<file path="src/rtl/seq_mult16_if.sv">
// seq_mult16_if: operand/product handshake bundle for the sequential multiplier.
// master = operand producer / product consumer, slave = multiplier.
interface seq_mult16_if #(
  parameter int WIDTH = 16
);
  logic                 in_valid;
  logic                 in_ready;
  logic [WIDTH-1:0]     a;
  logic [WIDTH-1:0]     b;
  logic                 out_valid;
  logic                 out_ready;
  logic [2*WIDTH-1:0]   product;
  logic                 busy;

  modport master (
    output in_valid, a, b, out_ready,
    input  in_ready, out_valid, product, busy
  );

  modport slave (
    input  in_valid, a, b, out_ready,
    output in_ready, out_valid, product, busy
  );
endinterface

</file>
<file path="src/rtl/seq_mult16.sv">
// seq_mult16: unsigned shift-and-add multiplier, one WIDTH-bit partial
// product per cycle, 2*WIDTH-bit result behind a valid/ready output.
// Optional macro SEQ_MULT_EARLY_TERM_EN: finish as soon as the remaining
// multiplier bits are all zero (product value is unchanged).
//
// state | meaning
// ------+--------------------------------------------------------------
// IDLE  | waiting for operands, in_ready=1
// CALC  | one shift/add step per edge, busy=1
// DONE  | product valid, held until out_ready
module seq_mult16 #(
  parameter int WIDTH = 16
) (
  input  logic        clk,
  input  logic        rst_n,
  seq_mult16_if.slave bus
);

  localparam int CW = (WIDTH > 1) ? $clog2(WIDTH) : 1;
  localparam int PW = 2 * WIDTH;
  localparam logic [CW-1:0] CNT_LAST = CW'(WIDTH - 1);

  typedef enum logic [1:0] {
    S_IDLE = 2'd0,
    S_CALC = 2'd1,
    S_DONE = 2'd2
  } state_t;

  state_t           state;
  state_t           state_nxt;

  logic [PW-1:0]    mcand;
  logic [PW-1:0]    acc;
  logic [PW-1:0]    acc_sum;
  logic [WIDTH-1:0] mplier;
  logic [WIDTH-1:0] mplier_shr;
  logic [CW-1:0]    cnt;
  logic [PW-1:0]    product_q;
  logic             out_valid_q;

  logic             accept;
  logic             calc_last;
  logic             drain;

  assign accept     = (state == S_IDLE) && bus.in_valid;
  assign drain      = (state == S_DONE) && bus.out_ready;

  // The product fits in PW bits, so the carry out of this add is always 0.
  assign acc_sum    = mplier[0] ? (acc + mcand) : acc;
  assign mplier_shr = mplier >> 1;

`ifdef SEQ_MULT_EARLY_TERM_EN
  // Stop once no set multiplier bits remain after this step.
  assign calc_last  = (state == S_CALC) &&
                      ((cnt == CNT_LAST) || (mplier_shr == '0));
`else
  assign calc_last  = (state == S_CALC) && (cnt == CNT_LAST);
`endif

  // State register.
  always_ff @(posedge clk or negedge rst_n) begin
    if (!rst_n) begin
      state <= S_IDLE;
    end else begin
      state <= state_nxt;
    end
  end

  // Next-state decode.
  always_comb begin
    state_nxt = state;
    case (state)
      S_IDLE: begin
        if (bus.in_valid) begin
          state_nxt = S_CALC;
        end
      end
      S_CALC: begin
        if (calc_last) begin
          state_nxt = S_DONE;
        end
      end
      S_DONE: begin
        if (bus.out_ready) begin
          state_nxt = S_IDLE;
        end
      end
      default: begin
        state_nxt = S_IDLE;
      end
    endcase
  end

  // Operand capture and shift/add datapath.
  always_ff @(posedge clk or negedge rst_n) begin
    if (!rst_n) begin
      mcand  <= '0;
      mplier <= '0;
      acc    <= '0;
      cnt    <= '0;
    end else if (accept) begin
      mcand  <= {{WIDTH{1'b0}}, bus.a};
      mplier <= bus.b;
      acc    <= '0;
      cnt    <= '0;
    end else if (state == S_CALC) begin
      acc    <= acc_sum;
      mcand  <= mcand << 1;
      mplier <= mplier_shr;
      // Hold the count on the final step so it never wraps inside CALC.
      if (!calc_last) begin
        cnt <= cnt + CW'(1);
      end
    end
  end

  // Result register: loaded on completion, kept until the next completion.
  always_ff @(posedge clk or negedge rst_n) begin
    if (!rst_n) begin
      product_q   <= '0;
      out_valid_q <= 1'b0;
    end else if (calc_last) begin
      product_q   <= acc_sum;
      out_valid_q <= 1'b1;
    end else if (drain) begin
      out_valid_q <= 1'b0;
    end
  end

  assign bus.in_ready  = (state == S_IDLE);
  assign bus.busy      = (state == S_CALC);
  assign bus.out_valid = out_valid_q;
  assign bus.product   = product_q;

endmodule

</file>
<file path="src/flat_wrapper.sv">
// flat-port wrapper written by rule: the top's interface ports become plain ports
module seq_mult16_flat 
#(
  parameter int WIDTH = 16
)
  (clk, rst_n, bus_in_valid, bus_a, bus_b, bus_out_ready, bus_in_ready, bus_out_valid, bus_product, bus_busy);
  seq_mult16_if #(.WIDTH(WIDTH)) bus_i ();
  input  logic clk;
  input  logic rst_n;
  input wire logic [$bits(bus_i.in_valid)-1:0] bus_in_valid;
  input wire logic [$bits(bus_i.a)-1:0] bus_a;
  input wire logic [$bits(bus_i.b)-1:0] bus_b;
  input wire logic [$bits(bus_i.out_ready)-1:0] bus_out_ready;
  output wire logic [$bits(bus_i.in_ready)-1:0] bus_in_ready;
  output wire logic [$bits(bus_i.out_valid)-1:0] bus_out_valid;
  output wire logic [$bits(bus_i.product)-1:0] bus_product;
  output wire logic [$bits(bus_i.busy)-1:0] bus_busy;
  assign bus_i.in_valid = bus_in_valid;
  assign bus_i.a = bus_a;
  assign bus_i.b = bus_b;
  assign bus_i.out_ready = bus_out_ready;
  assign bus_in_ready = bus_i.in_ready;
  assign bus_out_valid = bus_i.out_valid;
  assign bus_product = bus_i.product;
  assign bus_busy = bus_i.busy;
  seq_mult16 #(.WIDTH(WIDTH)) u_core (.clk(clk), .rst_n(rst_n), .bus(bus_i));
endmodule
</file>
<file path="config.mk">
export PLATFORM = sky130hd
export DESIGN_NAME = seq_mult16_flat
export DESIGN_NICKNAME = d
export VERILOG_FILES = /design/src/rtl/seq_mult16_if.sv /design/src/rtl/seq_mult16.sv /design/src/flat_wrapper.sv
export SDC_FILE = /design/constraint.sdc
export NUM_CORES = 1
export LEC_CHECK = 0
export BUFFER_PORTS_ARGS = -buffer_cell sky130_fd_sc_hd__buf_2
export CAP_MARGIN = 15
export CELL_PAD_IN_SITES_DETAIL_PLACEMENT = 0
export CELL_PAD_IN_SITES_GLOBAL_PLACEMENT = 1
export CORE_UTILIZATION = 40
export CTS_BUF_LIST = sky130_fd_sc_hd__clkbuf_8
export DETAILED_ROUTE_END_ITERATION = 7
export PLACE_DENSITY_LB_ADDON = 0.2
export SLEW_MARGIN = 20
export SYNTH_ARGS = -nofsm -noshare
export SYNTH_HDL_FRONTEND = slang
export SYNTH_SLANG_ARGS = --single-unit
</file>
<file path="constraint.sdc">
create_clock -name clk -period 3.7 [get_ports clk]
set_clock_uncertainty 0.15 [all_clocks]
set_input_delay 0 -clock clk [delete_from_list [all_inputs] [get_ports clk]]
set_output_delay 0 -clock clk [all_outputs]
set_load 0.02 [all_outputs]
</file>
==> metrics.cfg <==
[floorplanning]
fp.dieArea_sq_um=17100
initial_core_util_pct=41.4
die_x_microns=131
core-area_sq_um=16100
num_io_pins=71
rows=46
die_h_microns=131

[critical_path]
end_kind=flip-flop
crit_fanout=7
arrival_ps=3340
required_ps=3880
crit_type=reg -> reg
start_kind=flip-flop

[global_route]
grt.overflow.total=0
grt_pass1_wl_microns=28300
grtUsageTotal_pct=22.0
antenna_found_initial=0
grt_max_degree=73
grt_pass1_vias=5333

[synthesis]
ys_types=55
synth_seq_area_share_pct=44.8
syn-cell-area_sq_um=6650
synth-edff-count=0
async_reset_ff_share_pct=100
syn-instance-count=730
synth.top_cell.area_share_pct=44.8
avgSynthCellArea_sq_um=9.11
yosysTopAreaCell=dfrtp_1
ys_ff_latch=119
yosys_warnings=0
synth_nets=799
ys_top_cells_by_area=dfrtp_1, nand2_1, ha_1
yosys_most_used_dff=dfrtp_1

[place]
gp_congestion=0.859
placed_area_sq_um=7160
hpwl_microns=12500
io_buffers=70
dp.cells=982

[sta]
period_share_pct=85.6
finalCriticalPeriod_ps=3170
slew_violations=0
fin_tns_setup_ps=0
worst_pin_slew_ps=601
relSlewSlack_pct=59.9
fmax_ghz=0.316
hold_violations=0
finalSetupViolations=0
rsz0062_at_grt=false

[final_layout]
layout_commonest_cell=nand2_1
layout-drive-gt1-share_pct=14.6
diodes=0
nets=890
fin_area_sq_um=7970
areaGrowthSynthToFinish_pct=19.8
fin_cells=1050
final_cell_mix=nand2_1, dfrtp_1, o21ai_0, buf_2, a21oi_1
finalCoreUtilization_pct=49.6
fillers=1571

[clock_network]
numCtsBuffers=17
clock_sinks=119
cts_tree=yes
post_cts_buffers=0
cts_buffer_depth=2
cts.reportedPaths.clkPinSlew_ps=70
clock_latency_ps=440
clock-root-buffer=clkbuf_8
cts_max_level=4

[routing]
vias=5631
drt_iter0_drc=334
wl_per_cell_microns=16.8
drc=0
drtPass1Iterations=5
via_per_inst=5.36
drtAntennaViolNets=0
routed_wl_microns=17600

[power]
ir_worst_vdd_uv=449
total_power_mw=7.60
cellPowerDensity_nw_per_um2=954
leakage_nw=3.91

[worst_hold_path]
hold_class=in -> reg

[run]
cap_violations=0

[status]
status=complete, no violations

Yosys cell counts, drive strengths merged (2+ instances only):
cell type and number:
xor2 6, nor2 35, inv 10, nand3b 2, o21bai 8, nand2 157
clkbuf 39, a21oi 38, o22ai 2, a22oi 31, or3 2, o311ai 3
dfrtp 119, nand4 9, buf 4, a21o 20, a21boi 4, a211o 2
and2 3, and3 5, o21ai 75, nor3 4, o31ai 4, nor3b 4
o21a 2, nor2b 2, nand2b 6, ha 32, nand3 18, mux2i 26
xnor2 18, a31oi 7, a22o 21
where the power goes:
group	switching [mW]	internal [mW]
registers	0.509	1.87
logic	2.37	1.53
clock network	0.524	0.796
total	3.41	4.19
state kept, by name (all words and copies together), names as in the netlist:
register and cells:
u_core.acc 32, u_core.bus.product 32, u_core.mcand 32, u_core.mplier 16, u_core.cnt 4, u_core.state 2
u_core.bus.out_valid 1
cells by family after synthesis:
logic type | count (synthesis) | share of synthesized area (%)
buffers and inverters | 54 | 3.69
multiplexers | 27 | 4.08
adder cells (fa/ha/maj) | 33 | 6.32
AO/OA/AOI/OAI | 224 | 22.0
flip-flops | 119 | 44.8
XOR/XNOR | 24 | 3.16
AND/OR/NAND/NOR | 249 | 16.0
final timing paths:
check                                            start                     end  slack [ps]  depth (start not counted)
worst max-delay path                   u_core.mcand[8]          u_core.acc[31]         530                         10
worst min-delay path                      bus_in_valid        u_core.mcand[22]          50                          3
worst max register to register         u_core.mcand[8]          u_core.acc[31]         530                         10
worst min register to register  u_core.bus.product[21]  u_core.bus.product[21]         320                          2
max in group asynchronous                        rst_n          u_core.acc[24]        2300                          4
min in group asynchronous                        rst_n        u_core.mcand[31]         410                          3
critical path, cell delays in order (launching register included):
cell	delay, ps
dfrtp_1	400
ha_1	410
and3_2	220
nand3_1	110
a211o_1	340
o311ai_4	390
a21oi_2	140
o31ai_4	270
mux2i_1	340
o21bai_1	100
a22o_1	190
metal layers:
metal  GRT usage, %  up-vias  part of all wire, %
li1               -     2782                    -
met1           32.1     2717                   51
met2           33.1      119                   44
met3           4.07       13                  4.2
met4           6.49        0                  1.1
met5              0        -                    0
what timing repair did:
action / CTS / global route
hold endpoints to repair: 153 / 0
gates resized for setup: 0 / 0
hold buffers: 36 / 0
final cells by class:
type / instances / area (sq um) / area share [%]
Clock buffer: 21 / 289 / 3.63
Sequential cell: 119 / 2980 / 37.4
Timing Repair Buffer: 116 / 811 / 10.2
Multi-Input combinational cell: 557 / 3430 / 43.0
Inverter: 10 / 37.5 / 0.471
Tap cell: 216 / 270 / 3.39
Clock inverter: 11 / 153 / 1.92
metrics by stage:
stage	hold slack (ps)	worst slack, ps
final	47.3	533
after global routing	67.9	404
after CTS	31.7	529
after detailed placement	-81.6	553
after global placement	-89.0	607
after floorplan	-446	858
Power figures use the tool's default switching activity.
